File: config.mk
export PLATFORM = sky130hd
export DESIGN_NAME = inst_fetch
export DESIGN_NICKNAME = d
export VERILOG_FILES = /design/src/rtl/inst_fetch_pkg.sv /design/src/rtl/inst_fetch_buf.sv /design/src/rtl/inst_fetch.sv
export SDC_FILE = /design/constraint.sdc
export NUM_CORES = 1
export LEC_CHECK = 0
export ABC_CLOCK_PERIOD_IN_PS = 4400
export BUFFER_PORTS_ARGS = -buffer_cell sky130_fd_sc_hd__buf_2
export CAP_MARGIN = 15
export CORE_MARGIN = 5
export CORE_UTILIZATION = 37
export CTS_CLUSTER_DIAMETER = 80
export DETAILED_ROUTE_END_ITERATION = 7
export PLACE_DENSITY_LB_ADDON = 0.2
export SYNTH_ARGS = -nofsm -noshare
export SYNTH_HDL_FRONTEND = slang
export SYNTH_SLANG_ARGS = --single-unit
File: constraint.sdc
create_clock -name clk -period 4.4 [get_ports clk]
set_clock_uncertainty 0.2 [all_clocks]
set_input_delay 0.22 -clock clk [delete_from_list [all_inputs] [get_ports clk]]
set_output_delay 0.22 -clock clk [all_outputs]
set_load 0.01 [all_outputs]
File: src/rtl/inst_fetch_pkg.sv
// Shared fetch-stage definitions: bus widths, reset vector and the buffered entry layout.
package inst_fetch_pkg;

   localparam int unsigned InstAddrBus = 32;
   localparam int unsigned InstBus     = 32;

   localparam logic [InstAddrBus-1:0] RESET_PC_DEFAULT = 32'h0000_0000;

   typedef struct packed {
      logic [InstAddrBus-1:0] pc;
      logic [InstBus-1:0]     inst;
   } fetch_entry_t;

   function automatic logic [InstAddrBus-1:0] word_align(input logic [InstAddrBus-1:0] addr);
      return {addr[InstAddrBus-1:2], 2'b00};
   endfunction

endpackage

File: src/rtl/inst_fetch_buf.sv
// Synchronous FIFO holding fetched {pc, inst} entries; flush empties it in one cycle.
module inst_buf #(
   parameter int unsigned DEPTH = 2,
   parameter int unsigned WIDTH = 64
) (
   input  logic                     clk,
   input  logic                     rst,
   input  logic                     flush,
   input  logic                     push,
   input  logic [WIDTH-1:0]         push_data,
   input  logic                     pop,
   output logic [WIDTH-1:0]         pop_data,
   output logic [$clog2(DEPTH):0]   count,
   output logic                     full,
   output logic                     empty
);

   localparam int unsigned AW = $clog2(DEPTH);

   logic [WIDTH-1:0] mem [DEPTH];
   logic [AW-1:0]    wr_ptr;
   logic [AW-1:0]    rd_ptr;
   logic             do_push;
   logic             do_pop;

   assign full     = (count == (AW+1)'(DEPTH));
   assign empty    = (count == '0);
   assign do_pop   = pop && !empty;
   // A full buffer still accepts a push when the head leaves in the same cycle.
   assign do_push  = push && (!full || do_pop);
   assign pop_data = mem[rd_ptr];

   always_ff @(posedge clk) begin
      if (rst || flush) begin
         wr_ptr <= '0;
         rd_ptr <= '0;
         count  <= '0;
      end else begin
         if (do_push) wr_ptr <= wr_ptr + 1'b1;
         if (do_pop)  rd_ptr <= rd_ptr + 1'b1;
         if (do_push && !do_pop)      count <= count + 1'b1;
         else if (!do_push && do_pop) count <= count - 1'b1;
      end
   end

   always_ff @(posedge clk) begin
      if (do_push) mem[wr_ptr] <= push_data;
   end

endmodule

File: src/rtl/inst_fetch.sv
// Instruction fetch: single-outstanding memory requester feeding a small decode buffer.
module inst_fetch
   import inst_fetch_pkg::*;
#(
   parameter logic [InstAddrBus-1:0] RESET_PC  = RESET_PC_DEFAULT,
   parameter int unsigned            BUF_DEPTH = 2
) (
   input  logic                   clk,
   input  logic                   rst,
   input  logic                   stall_i,
   input  logic                   redirect_i,
   input  logic [InstAddrBus-1:0] redirect_pc_i,
   output logic                   mem_req_o,
   output logic [InstAddrBus-1:0] mem_addr_o,
   input  logic                   mem_gnt_i,
   input  logic                   mem_rvalid_i,
   input  logic [InstBus-1:0]     mem_rdata_i,
   output logic                   valid_o,
   output logic [InstAddrBus-1:0] pc_o,
   output logic [InstBus-1:0]     inst_o
);

   localparam int unsigned CW = $clog2(BUF_DEPTH) + 1;
   localparam logic [CW-1:0] LAST_SLOT = CW'(BUF_DEPTH - 1);

   typedef enum logic [1:0] {IDLE, REQ, WAIT} state_t;

   state_t                 state, state_n;
   logic [InstAddrBus-1:0] pc, pc_n;
   logic [InstAddrBus-1:0] req_pc, req_pc_n;
   logic                   kill, kill_n;
   logic                   granted;

   logic                   buf_push, buf_pop, buf_flush, buf_full, buf_empty;
   logic [CW-1:0]          buf_count;
   fetch_entry_t           push_entry, head;

   assign mem_req_o  = (state == REQ) && !kill;
   assign mem_addr_o = mem_req_o ? pc : '0;
   assign granted    = mem_req_o && mem_gnt_i;

   assign valid_o = !buf_empty;
   assign pc_o    = valid_o ? head.pc   : '0;
   assign inst_o  = valid_o ? head.inst : '0;
   assign buf_pop = valid_o && !stall_i;

   always_comb begin
      state_n    = state;
      pc_n       = pc;
      req_pc_n   = req_pc;
      kill_n     = kill && !mem_rvalid_i;
      buf_push   = 1'b0;
      buf_flush  = 1'b0;
      push_entry = '{pc: req_pc, inst: mem_rdata_i};
      if (redirect_i) begin
         // Any response still owed by memory must be swallowed before refetching.
         buf_flush = 1'b1;
         pc_n      = word_align(redirect_pc_i);
         state_n   = REQ;
         kill_n    = (kill && !mem_rvalid_i) || ((state == WAIT) && !mem_rvalid_i) || granted;
      end else begin
         case (state)
            IDLE: if (!buf_full) state_n = REQ;
            REQ: begin
               if (granted) begin
                  req_pc_n = pc;
                  pc_n     = pc + 32'd4;
                  state_n  = WAIT;
               end
            end
            WAIT: begin
               if (mem_rvalid_i) begin
                  buf_push = 1'b1;
                  state_n  = (buf_pop || (buf_count < LAST_SLOT)) ? REQ : IDLE;
               end
            end
            default: state_n = IDLE;
         endcase
      end
   end

   always_ff @(posedge clk) begin
      if (rst) begin
         state  <= IDLE;
         pc     <= RESET_PC;
         req_pc <= '0;
         kill   <= ((state == WAIT) && !mem_rvalid_i) || granted;
      end else begin
         state  <= state_n;
         pc     <= pc_n;
         req_pc <= req_pc_n;
         kill   <= kill_n;
      end
   end

   inst_buf #(
      .DEPTH (BUF_DEPTH),
      .WIDTH ($bits(fetch_entry_t))
   ) u_buf (
      .clk       (clk),
      .rst       (rst),
      .flush     (buf_flush),
      .push      (buf_push),
      .push_data (push_entry),
      .pop       (buf_pop),
      .pop_data  (head),
      .count     (buf_count),
      .full      (buf_full),
      .empty     (buf_empty)
   );

endmodule
==> results of run 1 <==
-- per-layer routing --
layer  GRT usage, %  share of wire [%]  vias up  wire [um]
met4          4.071               0.89        0        178
li1               -                  -     3014          -
met2          25.38                 48      141       9522
met3          3.396                4.7       15        943
met5              0                  0        -          0
met1          21.27                 47     2863       9286
-- logic make-up (layout without fill, tap and decap cells) --
family | Yosys count | in the layout | synth area share [%]
DFF | 192 | 192 | 62.01
xor gates and xnor gates | 10 | 10 | 1.068
buffers and inverters | 65 | 281 | 3.357
adders and majority gates | 4 | 4 | 0.6103
AOI/OAI and AO/OA | 92 | 92 | 7.354
muxes | 62 | 62 | 7.568
and+or+nand+nor | 294 | 294 | 17.99
other | 1 | 4 | 0.04573
-- worst max-delay path by stage --
stage                                  to  depth (start not counted)
after floorplan           u_buf.mem[0][0]                          5
after global placement             pc[16]                          4
after detailed placement           pc[18]                          4
after CTS                          pc[18]                          4
after global routing               pc[18]                          4
final                              pc[18]                          4
-- sequential cells by signal, summed over array words and instances, names as in the netlist, named ones only --
register	flops
u_buf.rd_ptr	1
u_buf.wr_ptr	1
req_pc	30
pc	30
u_buf.mem	124
state	2
u_buf.count	2
kill	1
-- layout make-up --
type / count / area share [%]
clock buffer: 24 / 4.609
timing repair buffer: 234 / 14.80
sequential: 192 / 48.68
inverter: 15 / 0.5387
clock inverter: 8 / 0.5028
tap: 280 / 3.352
multi-input combinational: 466 / 27.52
-- per-stage QoR --
step,std cells,hold slack (ns),setup slack [ns],utilization (%)
2_1_floorplan,723,0.1189,0.1399,-
3_3_place_gp,1122,0.2080,1.604,42.44
3_5_place_dp,1122,0.2129,1.554,42.44
4_1_cts,1218,0.1910,1.542,47.83
5_1_grt,1219,0.2551,1.283,47.90
6_report,1219,0.2081,1.538,47.90
-- power by group through the flow --
| stage | Combinational [mW] | Clock [mW] | Sequential [mW] |
|---|---|---|---|
| 2_1_floorplan | 0.118 | 0 | 2.00 |
| 3_3_place_gp | 0.189 | 0 | 2.02 |
| 3_5_place_dp | 0.192 | 0 | 2.02 |
| 4_1_cts | 0.237 | 1.44 | 1.98 |
| 5_1_grt | 0.263 | 1.52 | 1.99 |
| 6_report | 0.236 | 1.40 | 1.98 |
-- cells in the mapped netlist, drive strengths merged (7+ instances only) --
master  instances  area share [%]
a211oi         13             1.2
nor3           11            0.67
xor2            7            0.75
clkbuf         37             1.7
buf            13            0.96
nand4          14             1.4
a311oi          8            0.85
o21ai          12            0.73
edfxtp        124              45
dfxtp          68              17
nand2          80             3.7
nand3          12            0.73
and4            8            0.87
inv            15            0.69
mux2i          62             7.6
or3             9            0.69
nor4            8            0.69
and2           32             2.5
nor2           93             4.3
a21oi          36             2.2
-- critical path: cells and delay by family, from the launching register on --
| kind | cells | cell delay (ns) |
|---|---|---|
| DFF | 1 | 0.36 |
| AOI/OAI and AO/OA | 1 | 0.25 |
| and+or+nand+nor | 3 | 1.97 |
-- timing repair --
item / in CTS / in global routing
endpoints found under the hold margin: 98 / 0
resized for setup: 0 / 0
hold buffers: 64 / 0
==> run metrics, run 1 <==
status=finished, final reports clean; clock tree sinks=around 190; 1st-iter DRT viols=between 300 and 400; Worst Hold Class=input port to flip-flop; Worst Setup End Kind=flip-flop; Via density=a little under 5; initial antenna violation count=0; total CTS buffers=17; Detailed Route WL=~20 mm; Hold Vio Cnt, Final=0; layout cells sized above 1=a little under a quarter; Die Footprint=0.02524 mm2; CTS H-Tree Depth=4; Ys Warns=0; Int Pwr=around 2.8 mW; R2R Setup Slk=around 1.5 ns; Routed Antenna Nets=0; CTS Buffer Depth=2; power density cells=346.3 mW/mm2; crit share post-route=about two thirds; core box area=between 0.02 and 0.025 mm2; R2R depth=4; vias in the first global route=between 5,000 and 6,000; crit path kind=flip-flop to flip-flop; # rows=54; Pleak=~3.8 nW; first-pass GRT wire length=about 32 mm; Clk pwr share=38.7%; Worst Tran Pin Value=just under 1 ns; commonest non-fill, non-tap cell in the layout=buf_2; largest net degree at the start of global routing=between 60 and 70; RR Startpoint=state[1]; Post-synth EDFFs=124; Area Overhead vs Synth=27.46%; Seq/Total Area, Yosys=62.01%; area of the multi-input gates=~0.0029 mm2; relative slew slack=between 30% and 40%; Final Cell Area=0.01045 mm2; total power=around 3.6 mW; CTS tree=yes; CP Launch Point=state[1]; diode count=0; Worst EP arrival=around 3.0 ns; syn_area_per_cell=11.39 um2; WHS Endpoint=pc[17]; Critical-path top delay cell=or4_1; initial standard-cell utilization of the core=37.58%; gr usage total=between 10% and 20%; Area after DPL=a little over 0.009 mm2; Setup Viol. Count Final=0; Psw=between 0.7 and 0.8 mW; CP Cell Sequence=and4bb_1, nand4_1, or4_1, a311oi_1; Seq pwr share=between 50% and 60%; number of port buffers=161; Routability Congestion=about 0.74; Setup Buffers After CTS=0; die height=158.9 um; Hold Crit Start=redirect_i; flops & latches, synth=around 190; Worst Path Required=4.54 ns; Post-DP HPWL=13.01 mm; Vias=between 6,000 and 7,000; RSZ-0062 raised after global routing=no; IO Count=168; Sw Share=between 20% and 30%; FILL cells=a little over 2,000; Most used DFF post-synth=edfxtp_1; upper clock frequency limit=between 0.3 and 0.4 GHz; Post-layout nets=1,000; cell depth of the worst min-delay path=3; Max Fanout on Critical Path=16; gr ovfl total=0; clock period minus worst slack=2.862 ns; max cap viols=0; drt wl/cell=between 15 and 20 um; max-slew violation total from the final report=0; max incr delay on CP=approximately 0.69 ns; Synth cell types=between 50 and 60; Sequential Area=0.005089 mm2; Worst VDD drop=0.1891 mV; crit start category=flip-flop; Post-Syn Instances=720; root buf cell=clkbuf_16; Worst-path clk slew=about 0.07 ns; Setup TNS=0 ns; Die Width=about 160 um; worst skew pair latency=between 0.4 and 0.5 ns; drt first pass iters=4; ys async rst share=0%; number of remaining DRC errors=0; Logic pwr share=roughly 6.5%; commonest cells after routing, fill and taps aside=buf_2, edfxtp_1, nor2_1; mapped cell area=approximately 0.0082 mm2; reg2reg end=pc[18]
(Power assumes the default switching activity.)
==> inputs of run 2 (changes only) <==
--- a/config.mk
+++ b/config.mk
@@ -5,7 +5,8 @@
 export SDC_FILE = /design/constraint.sdc
 export NUM_CORES = 1
 export LEC_CHECK = 0
-export ABC_CLOCK_PERIOD_IN_PS = 4400
+export ABC_AREA = 1
+export ABC_CLOCK_PERIOD_IN_PS = 2700
 export BUFFER_PORTS_ARGS = -buffer_cell sky130_fd_sc_hd__buf_2
 export CAP_MARGIN = 15
 export CORE_MARGIN = 5
==> constraint.sdc (replaced) <==
create_clock -name clk -period 2.7 [get_ports clk]
set_clock_uncertainty 0.2 [all_clocks]
set_input_delay 0.135 -clock clk [delete_from_list [all_inputs] [get_ports clk]]
set_output_delay 0.135 -clock clk [all_outputs]
set_load 0.01 [all_outputs]
==> run 2 against run 1 <==
Effect of this change: final area increased by 1.6%; first-iteration DRC count decreased by 1.3%; total power increased by 63%; critical path type unchanged; hold slack got worse by 0.19 ns; sequential cell count unchanged; core utilization increased by 0.45 points.
==> run metrics, run 2 <==
1st-iter DRT viols=377 (-1.3%); Hold Crit Start=rst; Post-synth top cells=nor2_1, edfxtp_1, nand2_1, o21ai_0, dfxtp_1; xor/xnor share of the synthesized area=0.9514% (-0.12 points); Routability Congestion=0.8518 (+16%); CTS resizes=0 (unchanged); R2R Setup Slk=0.22 ns (-1.32 ns); crit share post-route=92.01% (+27 points); Max Fanout on Critical Path=61 (+45); CTS H-Tree Depth=4 (unchanged); Regs by FF count=u_buf.mem (124), pc (30), req_pc (30); flops & latches, synth=192 (unchanged); root buf cell=clkbuf_16; Vias=6,597 (+9.3%); Pleak=4.333 nW (+14%); Yosys top cell area share=44.94% (-0.47 points); commonest cells after routing, fill and taps aside=nor2_1, buf_2, edfxtp_1; drt first pass iters=5 (+1); total CTS buffers=17 (unchanged); gr ovfl total=0 (unchanged); Post-Syn Instances=890 (+24%); met1 usage=23.53% (+2.3 points); largest family of logic cells by synthesized area=simple AND/OR/NAND/NOR gates; worst skew pair latency=0.42 ns (about the same); hold buffers post-CTS=65 (+1.6%); IO Count=168 (unchanged); Synth area leader=edfxtp_1; R2R depth=7 (+3); met2 Resource Use GR=24.79% (-0.60 points); power density cells=556.3 mW/mm2 (+61%); ys async rst share=0% (unchanged); Seq/Total Area, Yosys=61.37% (-0.64 points); Worst EP arrival=2.65 ns (-0.35 ns); gr usage total=16.41% (+0.81 points); initial antenna violation count=0 (unchanged); Ys Warns=0 (unchanged); mux share of post-synthesis cell area=0% (-7.6 points); status=finished, final reports clean; Via density=4.716 (-4.7%); dominant cell by count in the synthesized netlist=nor2_1; Top Usage Layer GRT=met2; largest net degree at the start of global routing=65 (-3.0%); CTS tree=yes; CTS Buffer Depth=2 (unchanged); Setup Viol. Count Final=0 (unchanged); clock period minus worst slack=2.484 ns (-0.3778 ns); cell depth of the worst min-delay path=3 (unchanged); Hold Vio Cnt, Final=0 (unchanged); WHS Endpoint=pc[13]; area of the multi-input gates=0.002761 mm2 (-4.0%); setup slack after layout=0.2159 ns (-1.322 ns); Sequential Area=0.005086 mm2 (about the same); Post-synth EDFFs=124 (unchanged); commonest non-fill, non-tap cell in the layout=nor2_1; Die Width=159.6 um (+0.49%); RR Startpoint=state[0]; Setup Buffers After CTS=0 (unchanged); drt wl/cell=14.96 um (-8.5%); syn_area_per_cell=9.309 um2 (-18%); Post-layout nets=1,180 (+18%); relative slew slack=59.90% (+26 points); upper clock frequency limit=0.4026 GHz (+15%); first-pass GRT wire length=33.50 mm (+4.6%); Detailed Route WL=20.92 mm (+5.0%); core box area=0.02196 mm2 (+0.62%); final core occ=48.34% (+0.45 points); Setup TNS=0 ns (unchanged); simple-gate share of the synthesized area=20.61% (+2.6 points); diode count=0 (unchanged); reg2reg end=pc[7]; max reg flops=124 (unchanged); number of port buffers=161 (unchanged); Synth Area in Compound Gates=10.80% (+3.4 points); Worst Hold Class=input port to flip-flop; clock tree sinks=192 (unchanged); # rows=54 (unchanged); die height=159.6 um (+0.49%); vias in the first global route=6,273 (+5.8%); initial standard-cell utilization of the core=37.73% (+0.16 points); met3 Resource Use GR=3.660% (+0.26 points); RSZ-0062 raised after global routing=no; Worst-path clk slew=0.07 ns (about the same); crit start category=flip-flop; max cap viols=0 (unchanged); pre-CTS setup slack=0.2892 ns (-1.265 ns); Synth cell types=38 (-33%); layout cells sized above 1=20.91% (-2.0 points); Post-DP HPWL=14.09 mm (+8.3%); Worst Path Required=2.87 ns (-1.67 ns); Most used DFF post-synth=edfxtp_1; number of remaining DRC errors=0 (unchanged); Die Footprint=0.02549 mm2 (+0.98%); Worst VDD drop=0.3413 mV (+80%); FILL cells=2,086 (+0.48%); top post-synthesis cells by area=edfxtp_1, dfxtp_1, nor2_1, o21ai_0, nand2_1; Worst Tran Pin Value=0.6015 ns (-0.3787 ns); max-slew violation total from the final report=0 (unchanged); mapped cell area=0.008285 mm2 (+1.0%); Area Overhead vs Synth=28.12%; Biggest register=u_buf.mem; Post-Synth Adder-Cell Area=0.6040% (-0.0063 points); Routed Antenna Nets=0 (unchanged); Worst Setup End Kind=flip-flop; crit path kind=flip-flop to flip-flop
[run 2: worst max-delay path by stage]
| stage | from | end | slack [ns] | cells past startpoint |
|---|---|---|---|---|
| final | state[0] | pc[7] | 0.22 | 7 |
| after global routing | state[1] | pc[7] | 0.04 | 10 |
| after CTS | state[1] | pc[7] | 0.23 | 10 |
| after detailed placement | u_buf.count[0] | u_buf.mem[0][16] | 0.29 | 6 |
| after global placement | u_buf.count[0] | u_buf.mem[0][15] | 0.32 | 6 |
| after floorplan | u_buf.count[0] | u_buf.mem[1][0] | -0.60 | 5 |
[run 2: area by class of cell]
cell class | instances | area share (%)
multi-input cells | 591 | 26.01
well taps | 280 | 3.300
repair buffers | 240 | 15.54
flip-flops and latches | 192 | 47.91
inverters | 64 | 2.287
clock buffers | 19 | 4.078
clock inverters | 13 | 0.8722
[run 2: report_power, final]
group | internal, mW | leakage (nW) | switching (mW)
Clock | 1.18 | 0.257 | 1.05
Sequential | 3.18 | 1.65 | 0.0568
Combinational | 0.194 | 2.42 | 0.246
[run 2: critical path, cell delays in order (launching register included)]
cell and delay [ns]:
dfxtp_1 0.42, nand3b_4 0.13, nor2_8 0.19, nand2_4 0.20, inv_4 0.48, a21oi_1 0.13, nor2_1 0.11, dlygate4sd3_1 0.55
[run 2: cells by family after synthesis]
family                     Yosys count
and+or+nand+nor                    403
buffers and inverters              110
xor gates and xnor gates             9
DFF                                192
AOI/OAI and AO/OA                  171
adders and majority gates            4
other                                1
[run 2: routing by layer]
metal | up-vias | share of wire [%] | wire length [um]
met5 | - | 0 | 0
met4 | 0 | 1.4 | 285
met3 | 22 | 5.8 | 1212
met2 | 198 | 45 | 9338
met1 | 2986 | 48 | 10090
li1 | 3391 | - | -
[run 2: through the flow]
stage	cells	hold WS, ns	area [um2]	power (mW)
6_report	1399	0.02158	10620	5.905
4_1_cts	1399	0.0002677	10620	5.978
5_1_grt	1399	0.04601	10620	6.165
3_5_place_dp	1302	0.1289	9439	3.666
3_3_place_gp	1302	0.1248	9439	3.661
2_1_floorplan	893	0.03387	8302	3.507
==> inputs of run 3 (changes only) <==
--- a/config.mk
+++ b/config.mk
@@ -11,9 +11,7 @@
 export CAP_MARGIN = 15
 export CORE_MARGIN = 5
 export CORE_UTILIZATION = 37
-export CTS_CLUSTER_DIAMETER = 80
 export DETAILED_ROUTE_END_ITERATION = 7
-export PLACE_DENSITY_LB_ADDON = 0.2
 export SYNTH_ARGS = -nofsm -noshare
 export SYNTH_HDL_FRONTEND = slang
 export SYNTH_SLANG_ARGS = --single-unit
==> run 3 against run 2 <==
Effect of this change: setup slack better by 0.024 ns; sequential share of layout area down 0.47 points; fmax up 0.96%; clock power up 21%; sequential cell count unchanged; die area unchanged; first-iteration DRC count up 11%; sequential power about the same; final area up 0.99%; global-route usage up 0.22 points; core utilization up 0.48 points; largest cell class unchanged; largest power group unchanged.
==> run metrics, run 3 (synthesized netlist as in run 2, its figures left out) <==
status=finished, final reports clean; Seq pwr share=50.7% (-4.1 points); Worst Tran Pin Value=0.5744 ns (-0.02710 ns); total CTS buffers=17 (unchanged); commonest non-fill, non-tap cell in the layout=nor2_1; worst skew pair latency=0.42 ns (about the same); CTS resizes=0 (unchanged); number of port buffers=161 (unchanged); crit share post-route=91.13% (-0.87 points); Setup Viol. Count Final=0 (unchanged); clock tree sinks=192 (unchanged); Area after DPL=0.009389 mm2 (-0.53%); die height=159.6 um (unchanged); CTS H-Tree Depth=4 (unchanged); Biggest register=u_buf.mem; Post-layout nets=1,183 (+0.25%); Worst-path clk slew=0.07 ns (about the same); Sw Share=22.34% (-0.63 points); Pleak=4.391 nW (+1.3%); Routability Congestion=0.8985 (+5.5%); core box area=0.02196 mm2 (unchanged); FILL cells=2,077 (-0.43%); worst path bufs/invs=2 (unchanged); Max Fanout on Critical Path=30 (-51%); Die Width=159.6 um (unchanged); CTS Buffer Depth=2 (unchanged); Detailed Route WL=21.09 mm (+0.79%); Routed Antenna Nets=0 (unchanged); initial standard-cell utilization of the core=37.73% (unchanged); crit path kind=flip-flop to flip-flop; power density cells=595.1 mW/mm2 (+7.0%); max cap viols=0 (unchanged); R2R Setup Slk=0.24 ns (+0.02 ns); gr ovfl total=0 (unchanged); Critical-path top delay cell=dlygate4sd3_1; clock period minus worst slack=2.461 ns (-0.02355 ns); # rows=54 (unchanged); Worst VDD drop=0.3215 mV (-5.8%); Worst Path Required=2.81 ns (-0.06 ns); Hold Crit Start=rst; number of remaining DRC errors=0 (unchanged); CTS tree=yes; setup slack after layout=0.2394 ns (+0.02355 ns); Logic pwr share=6.9% (-0.5 points); Vias=6,651 (+0.82%); Clk pwr share=42.4% (+4.6 points); Worst EP arrival=2.57 ns (-0.08 ns); CP Cell Sequence=nand3b_4, nor2_8, nand2_4, inv_4, nand2_1, o211ai_1, dlygate4sd3_1, a21oi_1; diode count=0 (unchanged); layout cells sized above 1=21.03% (+0.12 points); reg2reg end=pc[2]; 1st-iter DRT viols=418 (+11%); initial antenna violation count=0 (unchanged); max reg flops=124 (unchanged); pre-CTS setup slack=0.3788 ns (+0.08958 ns); Final Cell Area=0.01072 mm2 (+0.99%); drt wl/cell=15.04 um (+0.57%); Die Footprint=0.02549 mm2 (unchanged); Area Overhead vs Synth=29.39%; CP Launch Point=state[0]; Worst Setup End Kind=flip-flop; max-slew violation total from the final report=0 (unchanged); commonest cells after routing, fill and taps aside=nor2_1, buf_2, edfxtp_1; cell depth of the worst min-delay path=3 (unchanged); largest delay contributor family on the critical path=buffers and inverters; first-pass GRT wire length=34.36 mm (+2.6%); gr usage total=16.63% (+0.22 points); drt first pass iters=5 (unchanged); Setup TNS=0 ns (unchanged); Regs by FF count=u_buf.mem (124), pc (30), req_pc (30); Worst Hold Class=input port to flip-flop; largest net degree at the start of global routing=64 (-1.5%); Crit. path cell count=8 (+1); WHS Endpoint=pc[20]; Int Pwr=4.954 mW (+8.9%); relative slew slack=61.67% (+1.8 points); Via density=4.744 (+0.60%); Hold Vio Cnt, Final=0 (unchanged); root buf cell=clkbuf_16; vias in the first global route=6,518 (+3.9%); RSZ-0062 raised after global routing=no; upper clock frequency limit=0.4064 GHz (+0.96%); crit start category=flip-flop; IO Count=168 (unchanged); Psw=1.425 mW (+5.1%); max incr delay on CP=0.57 ns (+0.02 ns); RR Startpoint=state[0]; Post-DP HPWL=14.20 mm (+0.73%); R2R depth=8 (+1)
## run 3: changes by cell type in the layout (fill, tap and decap cells not counted), sizes merged
cell | before | now
bufinv | 0 | 2
clkbuf | 19 | 21
clkinv | 11 | 3
clkinvlp | 2 | 1
dlygate4sd3 | 65 | 68
inv | 64 | 69
## run 3: layer usage
layer / part of all wire [%] / global-route usage (%) / vias up
li1: - / - / 3394
met1: 47 / 23.77 / 3042
met2: 45 / 25.54 / 196
met3: 6.3 / 3.582 / 19
met4: 1.4 / 4.931 / 0
met5: 0 / 0 / -
## run 3: repair_timing
action,CTS,global route
hold endpoints to repair,99,0
setup buffers,0,0
hold buffers,68,0
## run 3: worst register-to-register path: stages, from the launching register on
cell	delay (ns)
dfxtp_1	0.42
nand3b_4	0.13
nor2_8	0.18
nand2_4	0.20
inv_4	0.33
nand2_1	0.17
o211ai_1	0.11
dlygate4sd3_1	0.57
a21oi_1	0.04
## run 3: cell type report
cell class / count / area, um2 / area share, %
clock buffer: 21 / 514.2 / 4.797
clock inverter: 11 / 136.4 / 1.272
inverter: 64 / 242.7 / 2.264
sequential: 192 / 5086 / 47.44
timing repair buffer: 243 / 1629 / 15.20
tap: 280 / 350.3 / 3.268
multi-input combinational: 591 / 2761 / 25.76
## run 3: worst max path at each step
stage | slack (ns) | to
after global routing | 0.07 | pc[3]
after CTS | 0.24 | pc[2]
after global placement | 0.44 | u_buf.mem[1][12]
after floorplan | -0.60 | u_buf.mem[1][0]
after detailed placement | 0.38 | u_buf.mem[1][12]
final | 0.24 | pc[2]
## run 3: power groups by stage
stage               sequential [mW]  clock [mW]  combinational (mW)
detailed placement             3.30           0               0.365
global route                   3.24        2.92               0.496
floorplan                      3.28           0               0.227
finish                         3.23        2.70               0.443
CTS                            3.23        2.77               0.443
global placement               3.30           0               0.360
## run 3: metrics by stage
step | hold slack (ns) | cells | utilization (%) | total power, mW
after floorplan | 0.03387 | 893 | - | 3.507
after global placement | 0.1247 | 1302 | 42.76 | 3.655
after detailed placement | 0.1280 | 1302 | 42.76 | 3.662
after CTS | 0.02520 | 1402 | 48.82 | 6.443
after global routing | 0.04370 | 1402 | 48.82 | 6.655
final | 0.04081 | 1402 | 48.82 | 6.380
